===== config.mk =====
export PLATFORM = sky130hd
export DESIGN_NAME = dctlb_missq
export DESIGN_NICKNAME = d
export VERILOG_FILES = /design/src/rtl/dctlb_missq.sv
export SDC_FILE = /design/constraint.sdc
export NUM_CORES = 1
export LEC_CHECK = 0
export CAP_MARGIN = 20
export CORE_UTILIZATION = 50
export CTS_CLUSTER_DIAMETER = 200
export DETAILED_ROUTE_END_ITERATION = 12
export GPL_ROUTABILITY_DRIVEN = 0
export HOLD_SLACK_MARGIN = 0.15
export PLACE_DENSITY = 0.72
export SLEW_MARGIN = 25
export SYNTH_ARGS = -nofsm -noshare
export SYNTH_HDL_FRONTEND = slang
export SYNTH_SLANG_ARGS = --single-unit

===== constraint.sdc =====
create_clock -name clk -period 7.8 [get_ports clk]
set_clock_uncertainty 0.15 [all_clocks]
set_input_delay 1.56 -clock clk [delete_from_list [all_inputs] [get_ports clk]]
set_output_delay 1.56 -clock clk [all_outputs]
set_load 0.01 [all_outputs]

===== src/rtl/dctlb_missq.sv =====
// dctlb_missq: queue of outstanding DCTLB misses toward the L2 TLB, one small FSM per entry.
// Optional secondary-miss merging is enabled by defining DCTLB_MISSQ_MERGE_EN.
module dctlb_missq #(
    parameter int NENTRIES = 4,
    parameter int VPN_W    = 27,
    parameter int CTX_W    = 2,
    parameter int PPN_W    = 26,
    parameter int HPADDR_W = 11,
    localparam int ID_W    = $clog2(NENTRIES)
) (
    input  logic                clk,
    input  logic                reset,
    input  logic                miss_valid,
    output logic                miss_retry,
    input  logic [VPN_W-1:0]    miss_vpn,
    input  logic [CTX_W-1:0]    miss_ctx,
    output logic                req_valid,
    input  logic                req_retry,
    output logic [VPN_W-1:0]    req_vpn,
    output logic [CTX_W-1:0]    req_ctx,
    output logic [ID_W-1:0]     req_id,
    input  logic                ack_valid,
    output logic                ack_retry,
    input  logic [ID_W-1:0]     ack_id,
    input  logic [PPN_W-1:0]    ack_ppn,
    input  logic [HPADDR_W-1:0] ack_hpaddr,
    input  logic                ack_fault,
    output logic                fill_valid,
    input  logic                fill_retry,
    output logic [VPN_W-1:0]    fill_vpn,
    output logic [CTX_W-1:0]    fill_ctx,
    output logic [PPN_W-1:0]    fill_ppn,
    output logic [HPADDR_W-1:0] fill_hpaddr,
    output logic                fill_fault,
    output logic [1:0]          fill_nmerge,
    output logic                missq_err
);

    typedef enum logic [1:0] {S_IDLE, S_PEND, S_SENT, S_FILL} state_e;

    state_e                state_q [NENTRIES];
    state_e                state_d [NENTRIES];
    logic                  err_d;
    logic [VPN_W-1:0]      vpn_q    [NENTRIES];
    logic [CTX_W-1:0]      ctx_q    [NENTRIES];
    logic [PPN_W-1:0]      ppn_q    [NENTRIES];
    logic [HPADDR_W-1:0]   hpaddr_q [NENTRIES];
    logic                  fault_q  [NENTRIES];

    logic                  any_idle, any_pend, any_fill;
    logic [ID_W-1:0]       alloc_idx, pend_idx, fill_idx;
    logic                  merge_hit, alloc_do, req_fire, fill_fire, ack_ok;

    // Descending scan so the lowest-index match is the one left standing.
    always_comb begin
        any_idle  = 1'b0;
        any_pend  = 1'b0;
        any_fill  = 1'b0;
        alloc_idx = '0;
        pend_idx  = '0;
        fill_idx  = '0;
        for (int i = NENTRIES - 1; i >= 0; i--) begin
            if (state_q[i] == S_IDLE) begin any_idle = 1'b1; alloc_idx = ID_W'(i); end
            if (state_q[i] == S_PEND) begin any_pend = 1'b1; pend_idx  = ID_W'(i); end
            if (state_q[i] == S_FILL) begin any_fill = 1'b1; fill_idx  = ID_W'(i); end
        end
    end

`ifdef DCTLB_MISSQ_MERGE_EN
    logic [ID_W-1:0] merge_idx;
    logic [1:0]      nmerge_q [NENTRIES];

    always_comb begin
        merge_hit = 1'b0;
        merge_idx = '0;
        for (int i = NENTRIES - 1; i >= 0; i--) begin
            if ((state_q[i] == S_PEND || state_q[i] == S_SENT) &&
                vpn_q[i] == miss_vpn && ctx_q[i] == miss_ctx) begin
                merge_hit = 1'b1;
                merge_idx = ID_W'(i);
            end
        end
    end

    // A merge into a SENT entry during its ack cycle still lands in the count.
    always_ff @(posedge clk) begin
        for (int i = 0; i < NENTRIES; i++) begin
            if ((alloc_do && alloc_idx == ID_W'(i)) || (fill_fire && fill_idx == ID_W'(i)))
                nmerge_q[i] <= 2'd0;
            else if (miss_valid && merge_hit && merge_idx == ID_W'(i) && nmerge_q[i] != 2'd3)
                nmerge_q[i] <= nmerge_q[i] + 2'd1;
        end
    end

    assign fill_nmerge = any_fill ? nmerge_q[fill_idx] : 2'd0;
`else
    assign merge_hit   = 1'b0;
    assign fill_nmerge = 2'd0;
`endif

    assign miss_retry = !any_idle && !merge_hit;
    assign alloc_do   = miss_valid && !merge_hit && any_idle;
    assign req_fire   = any_pend && !req_retry;
    assign fill_fire  = any_fill && !fill_retry;
    assign ack_ok     = ack_valid && state_q[ack_id] == S_SENT;

    // Each event targets an entry in a distinct state, so they never collide.
    always_comb begin
        err_d = missq_err || (ack_valid && !ack_ok);
        for (int i = 0; i < NENTRIES; i++) begin
            state_d[i] = state_q[i];
            case (state_q[i])
                S_IDLE: if (alloc_do && alloc_idx == ID_W'(i))   state_d[i] = S_PEND;
                S_PEND: if (req_fire && pend_idx == ID_W'(i))    state_d[i] = S_SENT;
                S_SENT: if (ack_valid && ack_id == ID_W'(i))     state_d[i] = S_FILL;
                S_FILL: if (fill_fire && fill_idx == ID_W'(i))   state_d[i] = S_IDLE;
                default:                                         state_d[i] = S_IDLE;
            endcase
        end
    end

    always_ff @(posedge clk) begin
        if (reset) begin
            for (int i = 0; i < NENTRIES; i++) state_q[i] <= S_IDLE;
            missq_err <= 1'b0;
        end else begin
            for (int i = 0; i < NENTRIES; i++) state_q[i] <= state_d[i];
            missq_err <= err_d;
        end
    end

    always_ff @(posedge clk) begin
        if (alloc_do) begin
            vpn_q[alloc_idx] <= miss_vpn;
            ctx_q[alloc_idx] <= miss_ctx;
        end
        if (ack_ok) begin
            ppn_q[ack_id]    <= ack_ppn;
            hpaddr_q[ack_id] <= ack_hpaddr;
            fault_q[ack_id]  <= ack_fault;
        end
    end

    assign ack_retry   = 1'b0;
    assign req_valid   = any_pend;
    assign req_id      = pend_idx;
    assign req_vpn     = any_pend ? vpn_q[pend_idx] : '0;
    assign req_ctx     = any_pend ? ctx_q[pend_idx] : '0;
    assign fill_valid  = any_fill;
    assign fill_vpn    = any_fill ? vpn_q[fill_idx]    : '0;
    assign fill_ctx    = any_fill ? ctx_q[fill_idx]    : '0;
    assign fill_ppn    = any_fill ? ppn_q[fill_idx]    : '0;
    assign fill_hpaddr = any_fill ? hpaddr_q[fill_idx] : '0;
    assign fill_fault  = any_fill ? fault_q[fill_idx]  : 1'b0;

endmodule

**Yosys cells after proc, flatten, opt, wreduce, memory -nomap -nowiden**

Memory sizes are Yosys's and may differ from the RTL's.
Index checks and enable logic that the tools add are counted.

- Register bits: 1
- RAM bits: 276
- Logic and storage cells: 132
- Memories kept: 6

- Bitwise logic cells: 4
- Muxes and demuxes: 62
- Reduce and logical (&&, ||, !) cells: 34
- Equal/unequal tests: 25

Memory list:

| memory | words | width | read ports | clocked after Yosys merged registers in | write ports | line | source |
|---|---|---|---|---|---|---|---|
| vpn_q | 4 | 27 | 2 | 0 | 1 | 44 | `logic [VPN_W-1:0] vpn_q [NENTRIES];` |
| ppn_q | 4 | 26 | 1 | 0 | 1 | 46 | `logic [PPN_W-1:0] ppn_q [NENTRIES];` |
| hpaddr_q | 4 | 11 | 1 | 0 | 1 | 47 | `logic [HPADDR_W-1:0] hpaddr_q [NENTRIES];` |
| ctx_q | 4 | 2 | 2 | 0 | 1 | 45 | `logic [CTX_W-1:0] ctx_q [NENTRIES];` |
| state_q | 4 | 2 | 5 | 0 | 4 | 41 | `state_e state_q [NENTRIES];` |
| fault_q | 4 | 1 | 1 | 0 | 1 | 48 | `logic fault_q [NENTRIES];` |

Operator list:

| operator | count |
|---|---|
| $mux W2 | 34 |
| $mux W27 | 2 |
| $eq A2 B2 Y1 const B | 17 |
| $pmux W2 S4 | 4 |
| $mux W26 | 1 |
| $logic_and A1 B1 Y1 | 21 |
| $mux W1 | 20 |
| $eq A2 B1 Y1 const B | 8 |
| $logic_not A2 Y1 | 8 |
| $mux W11 | 1 |
| $logic_not A1 Y1 | 4 |
| $or A1 B1 Y1 | 4 |
| $logic_or A1 B1 Y1 | 1 |

**Depth between registers and ports, before layout**

Gate-level depths: netlist of run 1.
An unclocked memory read counts as a cell.

- Word-level depth: 11
- Gate-level depth with buffers: 9
- Depth with buffers taken out: 7

**Least setup slack after synthesis of run 1**

OpenSTA, ideal clock, no wires.

- Path kind: input to register
- Start: in ack_id[0]
- End: mem fault_q[2], enable pin
- Buffers on the path: 1
- Slack: 1.722 ns
- Stages on the path: 2
- Setup time: 0.528 ns
- Arrival: 5.400 ns
- Path through: clkbuf_1 > nor4_1

- Longest elaborated chain between the ends: 5

Ends and longest elaborated chain:

| item | line | source |
|---|---|---|
| start: declaration | 24 | `input logic [ID_W-1:0] ack_id,` |
| $mem_v2 Z4 W2 | n/a |  |
| $eq A2 B2 Y1 | 105 | `assign ack_ok = ack_valid && state_q[ack_id] == S_SENT;` |
| $logic_and A1 B1 Y1 | 105 |  |
| $mux W1 | 137 | `if (ack_ok) begin` |
| $mux W1 (implied by the code) | 140 | `fault_q[ack_id] <= ack_fault;` |
| end: declaration | 48 |  |

Parallel ways exist; a longest one is shown, timed or not.

==> flow_metrics.py, run 1 <==
metrics = {
    "route": {
        "drt-total-wl_mm": 27.6,
        "drt-initial-drc-count": 687,
        "antenna_left": 0,
        "firstDrtPassIters": 8,
        "via_count": 7576,
        "drc": 0,
        "wl_per_cell_um": 22.3,
        "viasPerCell": 6.13,
    },
    "placed_design": {
        "place.port_buffers": 176,
        "dpl.hpwl_mm": 15.8,
    },
    "yosys": {
        "yosysSeqAreaShare": 0.712,
        "synthArstFlopShare": 0,
        "ys_ff_latch": 277,
        "synth_flop_cell": "edfxtp_1",
        "synth-edff-count": 268,
        "mappedNetlistArea_um2": 11600,
        "synth_cells": 775,
        "ys_warn_count": 0,
        "synth_cell_type_count": 46,
        "avgSynthCellArea_um2": 14.9,
    },
    "clock_tree": {
        "ctsLongestPathBuffers": 3,
        "cts.repair.resized": 0,
        "path_clk_slew_ns": 0.06,
        "cts_tree": "built",
        "insertion_delay_ns": 0.53,
        "htreeDepth": 1,
        "cts_setup_buffers": 0,
        "ctsHoldBuffers": 0,
        "numCtsBuffers": 28,
        "cts_root_buf": "clkbuf_16",
        "numClockSinks": 277,
    },
    "finish": {
        "antenna_cells": 0,
        "layout_commonest_cell": "edfxtp_1",
        "final_nets": 1031,
        "areaGrowthSynthToFinish_pct": 24.4,
        "final_cell_mix": "268 x edfxtp_1, 176 x clkdlybuf4s50_1, 65 x nand2_1, 58 x o22ai_1, 50 x nor2_1",
        "final_layout_size_suffix_gt1_frac": 0.114,
        "final_core_util": 0.635,
    },
    "timing": {
        "fmax_mhz": 191,
        "setup-tns-final_ns": 0,
        "rsz0062_at_grt": "no",
        "finalHoldViolCount": 0,
        "finalCritPeriodShare": 0.670,
        "fin_crit_ns": 5.22,
        "setup-violations-final": 0,
        "worstMarginPinSlew_ns": 1.01,
        "drv_slew": 0,
        "slew_headroom": 0.325,
        "hold_slack_ns": 0.332,
    },
    "critical_path": {
        "worstPathArrival_ns": 3.51,
        "critPathKind": "reg2out",
        "worst_ep_required_time_ns": 6.09,
        "critPathMaxFanout": 40,
        "worst_setup_path_start_kind": "flop",
        "crit_path_end_kind": "output pin",
    },
    "die": {
        "core_um2": 22600,
        "die_area_um2": 23700,
        "fp.dieH_um": 154,
        "num_rows": 55,
        "ios": 180,
        "die_width_um": 154,
        "start_util": 0.511,
    },
    "global_route": {
        "grt_pass1_wl_mm": 42.6,
        "grt_start_max_net_pins": 41,
        "grt_pass1_vias": 7616,
        "grt_use_total": 0.232,
        "globalRoute.totalOverflow": 0,
        "grt_antenna_before_repair": 0,
    },
    "run_status": {
        "outcome": "finished, final reports clean",
    },
    "job": {
        "drv_cap": 0,
    },
    "pwr": {
        "p_leak_nw": 4.72,
        "max-vdd-ir-drop_mv": 0.214,
        "p_per_area_nw_per_um2": 306,
    },
    "min_path": {
        "hold_path_class": "reg2reg",
    },
}
==> stage by stage <==
| step | std cells | setup slack (ns) | total power, W | cell area (um^2) |
|---|---|---|---|---|
| 4_1_cts | 1236 | 2.53 | 0.00443 | 14400 |
| 6_report | 1236 | 2.58 | 0.00440 | 14400 |
| 3_5_place_dp | 1193 | 3.09 | 0.00324 | 13600 |
| 5_1_grt | 1236 | 2.38 | 0.00460 | 14400 |
| 2_1_floorplan | 777 | 1.72 | 0.00256 | 11600 |
| 3_3_place_gp | 1193 | 3.16 | 0.00322 | 13600 |
==> path summary, 6_finish.rpt <==
| check | from | to | slack [ns] | cells after the start |
|---|---|---|---|---|
| max | state_q[2][0]$_SDFFE_PP0P_ | fill_hpaddr[5] | 2.58 | 6 |
| min | missq_err$_SDFF_PP0_ | missq_err$_SDFF_PP0_ | 0.33 | 2 |
| max reg2reg | state_q[0][0]$_SDFFE_PP0P_ | vpn_q[3][14]$_DFFE_PP_ | 5.20 | 4 |
| min reg2reg | missq_err$_SDFF_PP0_ | missq_err$_SDFF_PP0_ | 0.33 | 2 |
==> cell usage after synthesis (3+ instances only) <==
| library cell | number | share of area |
|---|---|---|
| a31oi_1 | 29 | 0.016 |
| nor3_1 | 36 | 0.016 |
| o21ai_0 | 7 | 0.0030 |
| o21ai_1 | 3 | 0.0013 |
| mux2_4 | 28 | 0.036 |
| buf_1 | 6 | 0.0019 |
| o22ai_1 | 58 | 0.031 |
| clkbuf_1 | 29 | 0.0094 |
| ha_1 | 18 | 0.019 |
| nor2_1 | 52 | 0.017 |
| nand2_1 | 65 | 0.021 |
| a21oi_1 | 3 | 0.0013 |
| a211oi_1 | 4 | 0.0026 |
| edfxtp_1 | 268 | 0.70 |
| o221ai_1 | 29 | 0.022 |
| dfxtp_1 | 9 | 0.016 |
| buf_2 | 21 | 0.0091 |
| nor4_1 | 6 | 0.0032 |
| buf_6 | 4 | 0.0039 |
| mux2_2 | 10 | 0.0097 |
| nor2b_1 | 3 | 0.0016 |
| a222oi_1 | 38 | 0.033 |
| o31ai_1 | 3 | 0.0019 |
| buf_4 | 4 | 0.0026 |
| mux2i_1 | 4 | 0.0035 |
| inv_1 | 12 | 0.0039 |
| and3_1 | 3 | 0.0016 |
| and2_1 | 3 | 0.0016 |
==> flip-flops by register name (all words and copies together) (netlist names) <==
register	cells
missq_err	1
state_q	8
ctx_q	8
ppn_q	104
vpn_q	108
fault_q	4
hpaddr_q	44
==> where the power goes <==
group	switching (W)	internal [W]
Combinational	0.000756	0.000637
Clock	0.000512	0.000681
Sequential	0.0000554	0.00176
==> layer usage <==
metal	GRT usage	vias to the layer above	share of wire
li1	-	3444	-
met1	0.299	3702	0.40
met2	0.398	400	0.49
met3	0.0533	30	0.10
met4	0.0586	0	0.013
met5	0	-	0
==> worst max-delay path: stages, from the launching register on <==
cell             delay, ns
dfxtp_1               0.35
ha_1                  0.36
o21ai_4               0.75
buf_4                 0.60
a222oi_1              0.18
nor2_1                0.16
clkdlybuf4s50_1       0.56
==> cell families (layout without fill, tap and decap cells) <==
| logic type | Yosys count | in the layout | synth area share |
|---|---|---|---|
| simple gates | 177 | 177 | 0.0680 |
| flops | 277 | 277 | 0.712 |
| fa+ha+maj | 18 | 18 | 0.0195 |
| mux | 42 | 42 | 0.0496 |
| compound gates | 184 | 184 | 0.120 |
| buf+inv | 76 | 250 | 0.0308 |
| other cells | 1 | 3 | 0.000324 |
==> cell type report <==
class,instances,area [um^2]
inverters,12,45.0
multi-input cells,424,3050
repair buffers,195,1900
clock inverters,11,90.1
well taps,285,357
fillers,1648,8250
clock buffers,32,716
flip-flops and latches,277,8230
Power figures use the tool's default switching activity.
==> run 2, diff against run 1 <==
clock period = 5.3 ns   (was 7.8 ns; I/O delays follow)
==> run 2 against run 1 <==
Against the previous run:
- worst hold slack got worse by 0.0019 ns
- combinational power rose by 48%
- count of clock-buffer cells in the layout did not move
- first-iteration DRC count rose by 17%
- sequential power rose by 47%
- cell count rose by 0.24%
- critical path type unchanged
==> flow_metrics.py, run 2 (synthesis results as in run 1) <==
metrics = {
    "run_status": {
        "outcome": "finished, final reports clean",
    },
    "timing": {
        "rsz0062_at_grt": "no",
        "drv_slew": 0,
        "finalHoldViolCount": 0,
        "fmax_mhz": 212,
        "slew_headroom": 0.298,
        "worstMarginPinSlew_ns": 1.05,
        "setup-tns-final_ns": 0,
        "fin_crit_ns": 4.71,
        "finalCritPeriodShare": 0.889,
        "setup-violations-final": 0,
    },
    "critical_path": {
        "slowest_delay_ns": 0.60,
        "slowest_stage": "clkdlybuf4s50_1",
        "crit_family": "buffers and inverters",
        "path_cells": "ha_1 -> nor4_2 -> inv_1 -> buf_4 -> o221ai_1 -> a31oi_1 -> clkdlybuf4s50_1",
        "critPathMaxFanout": 17,
        "worstPathArrival_ns": 3.50,
        "critical_path_depth": 7,
        "worst_ep_required_time_ns": 4.09,
        "r2r-end": "vpn_q[3][22]$_DFFE_PP_",
        "path_buf_inv": 3,
        "ff2ff_path_depth": 4,
        "crit_path_end_kind": "output pin",
        "regToRegSetupSlack_ns": 2.68,
        "rr_startpoint": "state_q[0][0]$_SDFFE_PP0P_",
        "critPathKind": "reg2out",
        "worst_setup_path_start_kind": "flop",
    },
    "die": {
        "start_util": 0.511,
        "core_um2": 22600,
        "fp.dieH_um": 154,
        "num_rows": 55,
        "die_area_um2": 23700,
        "ios": 180,
        "die_width_um": 154,
    },
    "placed_design": {
        "dpl.hpwl_mm": 15.6,
        "place.port_buffers": 176,
    },
    "min_path": {
        "worstHoldStart": "missq_err$_SDFF_PP0_",
        "hold_path_class": "reg2reg",
        "holdPathStages": 2,
        "hold_end": "missq_err$_SDFF_PP0_",
    },
    "clock_tree": {
        "cts_root_buf": "clkbuf_16",
        "numClockSinks": 277,
        "ctsLongestPathBuffers": 3,
        "path_clk_slew_ns": 0.06,
        "htreeDepth": 1,
        "ctsHoldBuffers": 0,
        "cts_setup_buffers": 0,
        "cts_tree": "built",
        "insertion_delay_ns": 0.52,
        "numCtsBuffers": 27,
        "cts.repair.resized": 0,
    },
    "route": {
        "drt-initial-drc-count": 805,
        "viasPerCell": 6.22,
        "antenna_left": 0,
        "firstDrtPassIters": 8,
        "drc": 0,
        "wl_per_cell_um": 22.3,
        "via_count": 7707,
        "drt-total-wl_mm": 27.6,
    },
    "global_route": {
        "grt_pass1_wl_mm": 41.8,
        "grt_use_total": 0.227,
        "grt_use_met3": 0.0496,
        "grt_start_max_net_pins": 43,
        "grtUsageMet1": 0.293,
        "grt_use_met2": 0.393,
        "grt_antenna_before_repair": 1,
        "grt_pass1_vias": 7514,
        "top_usage_layer": "met2",
        "globalRoute.totalOverflow": 0,
    },
    "job": {
        "drv_cap": 0,
    },
    "pwr": {
        "p_leak_nw": 4.71,
        "max-vdd-ir-drop_mv": 0.370,
        "p_per_area_nw_per_um2": 450,
    },
    "finish": {
        "final_core_util": 0.636,
        "final_nets": 1027,
        "regMostFlops": "vpn_q",
        "layout_commonest_cell": "edfxtp_1",
        "final_cell_mix": "268 x edfxtp_1, 176 x clkdlybuf4s50_1, 65 x nand2_1, 58 x o22ai_1, 50 x nor2_1",
        "areaGrowthSynthToFinish_pct": 24.5,
        "final_layout_size_suffix_gt1_frac": 0.114,
        "largest_reg_flops": 108,
        "top_regs": "vpn_q (108), ppn_q (104), hpaddr_q (44)",
    },
}
==> run 2: changes by cell type in the layout (fill, tap and decap cells not counted), moves of 3 or more <==
cell,before,now
and2_1,3,0
clkinv_1,3,7
and2_2,0,3
buf_4,19,15
==> run 2: area by class of cell <==
type / count / area (um^2)
diodes: 1 / 2.50
clock buffers: 32 / 694
clock inverters: 16 / 105
fillers: 1669 / 8250
inverters: 12 / 45.0
multi-input cells: 424 / 3070
flip-flops and latches: 277 / 8230
well taps: 285 / 357
repair buffers: 192 / 1890
==> run 2: how the worst max path moves through the flow <==
stage                      endpoint  slack, ns                  startpoint
3_5_place_dp            fill_vpn[5]       1.17  state_q[2][0]$_SDFFE_PP0P_
5_1_grt                 fill_vpn[9]       0.48  state_q[2][0]$_SDFFE_PP0P_
2_1_floorplan  fault_q[3]$_DFFE_PP_       0.60                   ack_id[0]
6_report                fill_vpn[5]       0.59  state_q[2][0]$_SDFFE_PP0P_
3_3_place_gp            fill_vpn[5]       1.21  state_q[2][0]$_SDFFE_PP0P_
4_1_cts                 fill_vpn[5]       0.59  state_q[2][0]$_SDFFE_PP0P_
==> run 2: routing by layer <==
layer  vias to the layer above  part of all wire
met3                        39              0.10
li1                       3438                 -
met4                         0             0.016
met5                         -                 0
met2                       429              0.48
met1                      3801              0.40
==> run 2: per-stage QoR <==
stage	instances	instance area [um^2]	setup WS [ns]	hold slack, ns	power, W
after floorplan	777	11600	0.602	0.329	0.00377
after global placement	1190	13600	1.21	0.303	0.00475
after detailed placement	1190	13600	1.17	0.313	0.00476
after CTS	1238	14400	0.592	0.331	0.00650
after global routing	1238	14400	0.484	0.391	0.00674
final	1239	14400	0.589	0.330	0.00647
==> run 2: worst min-delay path: stages, from the launching register on <==
cell,delay (ns)
dfxtp_1,0.33
a21oi_1,0.04
nor2_1,0.07
==> run 2: power breakdown <==
group	internal, W	leakage (nW)	switching (W)	total (W)
registers	0.00259	2.51	0.0000801	0.00267
logic	0.000936	1.82	0.00112	0.00206
clock network	0.000979	0.388	0.000763	0.00174
==> run 3, diff against run 2 <==
CAP_MARGIN = unset   (was 20)
==> results of run 3 <==
The final DEF is identical to that of run 2; final timing and power are the same.
